## src/rtl/instr_stream_rx.sv

```systemverilog
// Instruction stream receiver. It assembles WORDS tagged AXI-Stream beats into
// one wide instruction and checks that the beat tags arrive in order. Beats that
// arrive out of order are dropped and the receiver resynchronises. A finished
// instruction is offered to the decoder over a valid/ready port.
module instr_stream_rx #(
    parameter int unsigned           DATA_WIDTH = 64,
    parameter int unsigned           WORDS      = 8,
    parameter int unsigned           TAG_WIDTH  = 4,
    parameter logic [TAG_WIDTH-1:0]  TAG_BASE   = 4'h8,
    parameter int unsigned           CNT_WIDTH  = 16
) (
    input  logic                        clk,
    input  logic                        rst_n,
    input  logic                        s_axis_instr_tvalid,
    output logic                        s_axis_instr_tready,
    input  logic [DATA_WIDTH-1:0]       s_axis_instr_tdata,
    output logic                        m_instr_valid,
    input  logic                        m_instr_ready,
    output logic [WORDS*DATA_WIDTH-1:0] m_instr_data,
    output logic [CNT_WIDTH-1:0]        instr_cnt,
    output logic [CNT_WIDTH-1:0]        err_cnt,
    output logic                        err_flag
);

    localparam int unsigned IDX_W = (WORDS > 1) ? $clog2(WORDS) : 1;
    localparam int unsigned LAST  = WORDS - 1;

    typedef enum logic [1:0] {
        IDLE    = 2'd0,
        COLLECT = 2'd1,
        HOLD    = 2'd2
    } state_t;

    state_t               state;
    logic [IDX_W-1:0]     idx;
    logic [TAG_WIDTH-1:0] tag;
    logic [TAG_WIDTH-1:0] exp_tag;
    logic                 beat_fire;
    logic                 hand_off;
    logic                 tag_ok;
    logic                 tag_err;
    logic                 restart;
    logic                 last_word;

    // While an instruction is being held, a beat can only be taken in the cycle the decoder accepts it.
    assign s_axis_instr_tready = (state != HOLD) || m_instr_ready;

    // Beat decode. idx is zero outside COLLECT, so the expected tag is TAG_BASE there.
    always_comb begin
        tag       = s_axis_instr_tdata[DATA_WIDTH-1 -: TAG_WIDTH];
        exp_tag   = TAG_BASE + TAG_WIDTH'(idx);
        beat_fire = s_axis_instr_tvalid && s_axis_instr_tready;
        hand_off  = (state == HOLD) && m_instr_ready;
        tag_ok    = beat_fire && (tag == exp_tag);
        tag_err   = beat_fire && (tag != exp_tag);
        restart   = tag_err && (state == COLLECT) && (tag == TAG_BASE);
        last_word = (idx == IDX_W'(LAST));
    end

    // Sequencing FSM and beat index.
    always_ff @(posedge clk or negedge rst_n) begin
        if (!rst_n) begin
            state <= IDLE;
            idx   <= '0;
        end else if (tag_ok) begin
            if (last_word) begin
                state <= HOLD;
                idx   <= '0;
            end else begin
                state <= COLLECT;
                idx   <= idx + IDX_W'(1);
            end
        end else if (restart) begin
            state <= COLLECT;
            idx   <= IDX_W'(1);
        end else if (tag_err || hand_off) begin
            state <= IDLE;
            idx   <= '0;
        end
    end

    // Word storage; written only by accepted beats, so it stays stable while the instruction is held.
    always_ff @(posedge clk or negedge rst_n) begin
        if (!rst_n) begin
            m_instr_data <= '0;
        end else if (tag_ok) begin
            m_instr_data[int'(idx)*DATA_WIDTH +: DATA_WIDTH] <= s_axis_instr_tdata;
        end else if (restart) begin
            m_instr_data[DATA_WIDTH-1:0] <= s_axis_instr_tdata;
        end
    end

    // Instruction valid rises the cycle after the last beat and drops when the decoder takes it.
    always_ff @(posedge clk or negedge rst_n) begin
        if (!rst_n) begin
            m_instr_valid <= 1'b0;
        end else if (tag_ok && last_word) begin
            m_instr_valid <= 1'b1;
        end else if (hand_off) begin
            m_instr_valid <= 1'b0;
        end
    end

    // Hand-off counter; wraps.
    always_ff @(posedge clk or negedge rst_n) begin
        if (!rst_n) begin
            instr_cnt <= '0;
        end else if (hand_off) begin
            instr_cnt <= instr_cnt + CNT_WIDTH'(1);
        end
    end

    // Tag error counter (saturating) and sticky error flag; one event per offending beat.
    always_ff @(posedge clk or negedge rst_n) begin
        if (!rst_n) begin
            err_cnt  <= '0;
            err_flag <= 1'b0;
        end else if (tag_err) begin
            err_flag <= 1'b1;
            if (err_cnt != {CNT_WIDTH{1'b1}}) begin
                err_cnt <= err_cnt + CNT_WIDTH'(1);
            end
        end
    end

endmodule

```

## config.mk

```make
export PLATFORM = sky130hd
export DESIGN_NAME = instr_stream_rx
export DESIGN_NICKNAME = d
export VERILOG_FILES = /design/src/rtl/instr_stream_rx.sv
export SDC_FILE = /design/constraint.sdc
export NUM_CORES = 1
export LEC_CHECK = 0
export BUFFER_PORTS_ARGS = -buffer_cell sky130_fd_sc_hd__buf_4
export CAP_MARGIN = 20
export CORE_UTILIZATION = 25
export DETAILED_ROUTE_END_ITERATION = 10
export HOLD_SLACK_MARGIN = 0.08
export SYNTH_ARGS = -nofsm -noshare
export SYNTH_HDL_FRONTEND = slang
export SYNTH_SLANG_ARGS = --single-unit
```

## constraint.sdc

```tcl
create_clock -name clk -period 3 [get_ports clk]
set_input_delay 0.15 -clock clk [delete_from_list [all_inputs] [get_ports clk]]
set_output_delay 0.15 -clock clk [all_outputs]
set_load 0.01 [all_outputs]
```

# After elaboration in Yosys (flattened, before gate mapping)
# Index checks and enable logic that the tools add are counted.
totals:
  reg_bits: 551
  latch_bits: 0
  mem_bits_rw: 0
  mem_bits_ro: 0
  inputBits: 68
  output_inout_bits: 547
  wordCells: 49
  mem_count: 0
op_classes:
  add_sub_neg: 5
  n_mul: 0
  n_div: 0
  order_cmp: 0
  n_eq_ne: 8
  shifts: 2
  n_mux: 13
  bitwise: 0
  n_reduce_logical: 13
op_table:
  columns: ["cell", "n"]
  rows:
  - ["bitwise mux 512 bit", 1]
  - ["variable shift 64 x 34 -> 512 bit (first input constant)", 1]
  - ["indexed part select 64 x 34 -> 512 bit", 1]
  - ["2-to-1 mux 64 bit", 2]
  - ["negation 9 -> 34 bit", 1]
  - ["adder 16 x 1 -> 16 bit (second input constant)", 2]
  - ["!= test 16 bit (second input constant)", 1]
  - ["2-to-1 mux 3 bit", 4]
  - ["2-to-1 mux 2 bit", 4]
  - ["logical AND 1 bit", 7]
  - ["adder 4 x 3 -> 4 bit (first input constant)", 1]
  - ["== test 4 bit", 1]
  - ["== test 4 bit (second input constant)", 1]
  - ["!= test 4 bit", 1]
  - ["nonzero test 2 bit", 2]
  - ["adder 3 x 1 -> 3 bit (second input constant)", 1]
  - ["== test 3 bit (second input constant)", 1]
  - ["nonzero test 3 bit", 1]
  - ["== test 2 x 1 -> 1 bit (second input constant)", 1]
  - ["== test 2 bit (second input constant)", 1]
  - ["logical OR 1 bit", 2]
  - ["2-to-1 mux 1 bit", 2]
  - ["!= test 2 bit (second input constant)", 1]
  - ["AND reduction 2 bit", 1]

# Longest topological paths before layout
depth:
  ltp_word: 8
  mapped_depth: 11
  mapped_depth_nobuf: 7

# Worst setup path before layout
# OpenSTA, ideal clock, no wires.
synth_timing:
  path_type: "reg2reg"
  from: "register idx[0]"
  to: "register m_instr_data[397]"
  setup_ns: 0.079
  t_arrival_ns: 2.636
  t_required_ns: 2.921
  setup_slack_ns: 0.285
  path_stages_with_launch: 11
  n_path_buf: 3
  period_less_slack_ns: 2.715
  path_cell_list: "dfrtp_1 > buf_2 > inv_1 > ha_1 > ha_1 > nand2b_1 > nor3_1 > nor4b_2 > clkbuf_4 > buf_12 > mux2i_1"
synth_between:
  elab_chain_cells: 3
  word_cells_on_any_way: 7
  classes_between: "2 x add/sub; 1 x eq/ne; 2 x shift; 1 x mux; 1 x reduce/logical"
synth_rtl:
  columns: ["item", "line", "text"]
  rows:
  - ["from (decl)", "35", "logic [IDX_W-1:0] idx;"]
  - ["from (signal assigned)", "71", "idx <= idx + IDX_W'(1);"]
  - ["negation 9 -> 34 bit or adder 4 x 3 -> 4 bit (tied branches)", "87, 51", null]
  - ["indexed part select 64 x 34 -> 512 bit, or another cell as far along", "87", "m_instr_data[int'(idx)*DATA_WIDTH +: DATA_WIDTH] <= s_axis_instr_tdata;"]
  - ["bitwise mux 512 bit or logical AND 1 bit (tied branches)", "87, 54", null]
  - ["to (signal, indexed assignment)", "87", null]
  - ["to (signal, indexed assignment)", "89", "m_instr_data[DATA_WIDTH-1:0] <= s_axis_instr_tdata;"]
  - ["to (decl)", "19", "output logic [WORDS*DATA_WIDTH-1:0] m_instr_data,"]
# Parallel ways exist; a longest one is shown, timed or not.
# A chain may end at the register's enable or synchronous reset.

# Final worst setup path
layout_timing:
  from: "register idx[1]"
  to: "register m_instr_data[209]"
# The elaborated chain is that of the path after synthesis.

==> flow_metrics.py <==
metrics = {
    "sta": {
        "whs_ps": 166.3,
        "setup_tns_ps": 0,
        "fmax_mhz": 364.5,
        "final_min_period_over_clock_period": 0.9145,
        "finalHoldViolCount": 0,
        "skew_ps": 15.54,
        "worstMarginPinSlew_ps": 969.6,
        "slew_headroom": 0.3536,
        "finalSetupViolCount": 0,
        "fin_crit_ps": 2744,
        "fin_ws_ps": 256.4,
        "drv_slew": 0,
        "rsz0062_at_grt": "false",
    },
    "worst_setup_path": {
        "cp.required_ps": 3520,
        "cp-startpoint": "idx[1]",
        "cp.arrival_ps": 3260,
        "reg2reg_slack_ps": 260,
        "regToRegStartpoint": "idx[1]",
        "crit_fanout": 26,
        "rr_endpoint": "m_instr_data[209]",
        "worstSetupPathType": "reg2reg",
        "crit_path_end_kind": "register",
        "reg2reg_depth": 9,
        "critPathLaunchType": "register",
    },
    "die": {
        "rows": 115,
        "die_h_um": 317.3,
        "core_sq_um": 98420,
        "ios": 615,
        "die_w_um": 317.3,
        "dieArea_sq_um": 100700,
        "initial_core_util": 0.2526,
    },
    "run": {
        "maxCapViolations": 0,
    },
    "finish": {
        "drive_gt1_frac": 0.2682,
        "final_cell_mix": "buf_4 (664), dfrtp_1 (551), nand2_1 (389)",
        "layout_commonest_cell": "buf_4",
        "final_area_sq_um": 33750,
        "nNetsFinal": 3149,
        "area_delta_synth_final_pct": 35.76,
    },
    "cts": {
        "post_cts_buffers": 0,
        "cts_buffer_depth": 3,
        "clock_sinks": 551,
        "tritoncts": "yes",
        "h-tree-depth": 3,
        "clockRootBuffer": "clkbuf_16",
        "numCtsBuffers": 68,
        "clk_latency_ps": 620,
        "clk_pin_slew_worst_paths_ps": 60,
    },
    "detailed_routing": {
        "ant_nets": 0,
        "met2_length_mm": 49.77,
        "num_vias": 21130,
        "totalWireLength_mm": 105.3,
        "wl_met1_mm": 43.40,
        "wl_per_cell_um": 23.86,
        "highest_layer": "met5",
        "dr_wl_met3_mm": 8.734,
        "drt_iter0_drc": 1990,
        "drcViolationCount": 0,
        "firstDrtPassIters": 6,
        "via_per_inst": 4.786,
    },
    "status": {
        "status": "complete, no violations",
    },
    "synth": {
        "synthFlopType": "dfrtp_1",
        "ys_ff_latch": 551,
        "ys_warn_count": 0,
        "ys_seq_area_frac": 0.5546,
        "synthArstFlopShare": 1.000,
        "syn_area_sq_um": 24860,
        "syn_inst": 2504,
        "synth_nets": 2579,
        "syn_avg_cell_area_sq_um": 9.928,
        "synth_edf_count": 0,
        "yosysUniqueCellTypes": 52,
    },
    "grt": {
        "grt_max_degree": 123,
        "grt-ovfl-total": 0,
        "grtUsageTotal": 0.2041,
        "antenna_found_initial": 5,
        "grt_pass1_wl_mm": 150.6,
        "grt_pass1_vias": 20990,
    },
    "place": {
        "portBuffers": 614,
        "placed_cell_area_sq_um": 30850,
        "finalWeightedCongestion": 0.8046,
        "post-place-ws_ps": 312.8,
        "dp.final_hpwl_mm": 69.71,
    },
    "power": {
        "p_leak_nw": 15.99,
        "total_power_mw": 19.45,
        "power.density_nw_per_um2": 576.4,
        "ir_drop_uv": 346.8,
    },
    "worst_hold_path": {
        "min_path_type": "in2async",
    },
}
[per-layer routing]
| metal | vias up | track usage |
|---|---|---|
| li1 | 9448 | - |
| met1 | 10590 | 0.2592 |
| met2 | 919 | 0.3287 |
| met3 | 176 | 0.05895 |
| met4 | 2 | 0.07373 |
| met5 | - | 0 |
[kinds of logic (layout without fill, tap and decap cells)]
kind of cell,Yosys count,after routing,synth area share
buffers and inverters,577,1198,0.1000
AND/OR/NAND/NOR,573,573,0.1053
flip-flops,551,551,0.5546
AO/OA/AOI/OAI,510,510,0.1227
multiplexers,256,256,0.1033
XOR/XNOR,30,30,0.01057
adder cells (fa/ha/maj),7,7,0.003523
other,0,3,0
[worst max-delay path by stage]
| stage | end | slack [ps] |
|---|---|---|
| 3_3_place_gp | m_instr_data[232] | 330 |
| 4_1_cts | m_instr_data[209] | 280 |
| 2_1_floorplan | m_instr_data[397] | 280 |
| 3_5_place_dp | m_instr_data[209] | 310 |
| 5_1_grt | m_instr_data[219] | 60 |
| 6_report | m_instr_data[209] | 260 |
[through the flow]
stage | utilization | instances
final | 0.3429 | 4415
after global routing | 0.3429 | 4412
after CTS | 0.3429 | 4412
after detailed placement | 0.3134 | 4224
after global placement | 0.3134 | 4224
after floorplan | - | 2504
[synthesized netlist by cell type (4+ instances only)]
library cell	count	share of area
a21oi_1	4	0.00081
and3_1	10	0.0025
and4_1	5	0.0018
buf_1	54	0.0082
buf_12	12	0.0097
buf_2	37	0.0074
buf_6	9	0.0041
clkbuf_1	140	0.021
dfrtp_1	551	0.55
ha_1	7	0.0035
inv_1	322	0.049
mux2_2	4	0.0018
mux2i_1	252	0.10
nand2_1	391	0.059
nand2b_1	10	0.0025
nand3_1	19	0.0038
nand4_1	74	0.019
nor2_1	18	0.0027
nor2b_1	4	0.0010
nor3_1	10	0.0020
nor4_1	6	0.0015
o21ai_0	302	0.061
o21ai_1	8	0.0016
o31ai_1	187	0.056
or2_2	4	0.0010
xnor2_1	14	0.0049
xor2_1	16	0.0056
[cell type report]
cell class / count / area [sq um]
well taps: 1287 / 1610
diodes: 3 / 7.507
flip-flops and latches: 551 / 13790
multi-input cells: 1376 / 8780
fillers: 10020 / 64670
clock buffers: 99 / 1998
repair buffers: 755 / 6131
inverters: 322 / 1209
clock inverters: 22 / 227.7
[timing repair]
item / 4_1_cts / 5_1_grt
endpoints found under the hold margin: 578 / 0
resized for setup: 0 / 0
hold buffers: 67 / 0
[where the power goes]
part | total (mW) | internal, mW | switching [mW] | leakage [nW]
combinational | 2.83 | 1.12 | 1.70 | 8.76
clock | 8.34 | 4.90 | 3.44 | 1.10
sequential | 8.29 | 7.93 | 0.363 | 6.14
[flip-flops by register name, indices dropped and copies added (netlist names)]
signal         count
state              2
idx                3
m_instr_data     512
m_instr_valid      1
instr_cnt         16
err_cnt           16
err_flag           1
[critical path: stages (launching register included)]
cell and delay, ps:
dfrtp_1 420, inv_1 60, ha_1 180, ha_1 540
buf_4 210, nand2_1 150, nor3_2 420, nand3_2 130
buf_4 270, o21ai_0 230
No activity file was read; power rests on OpenSTA's default activity.
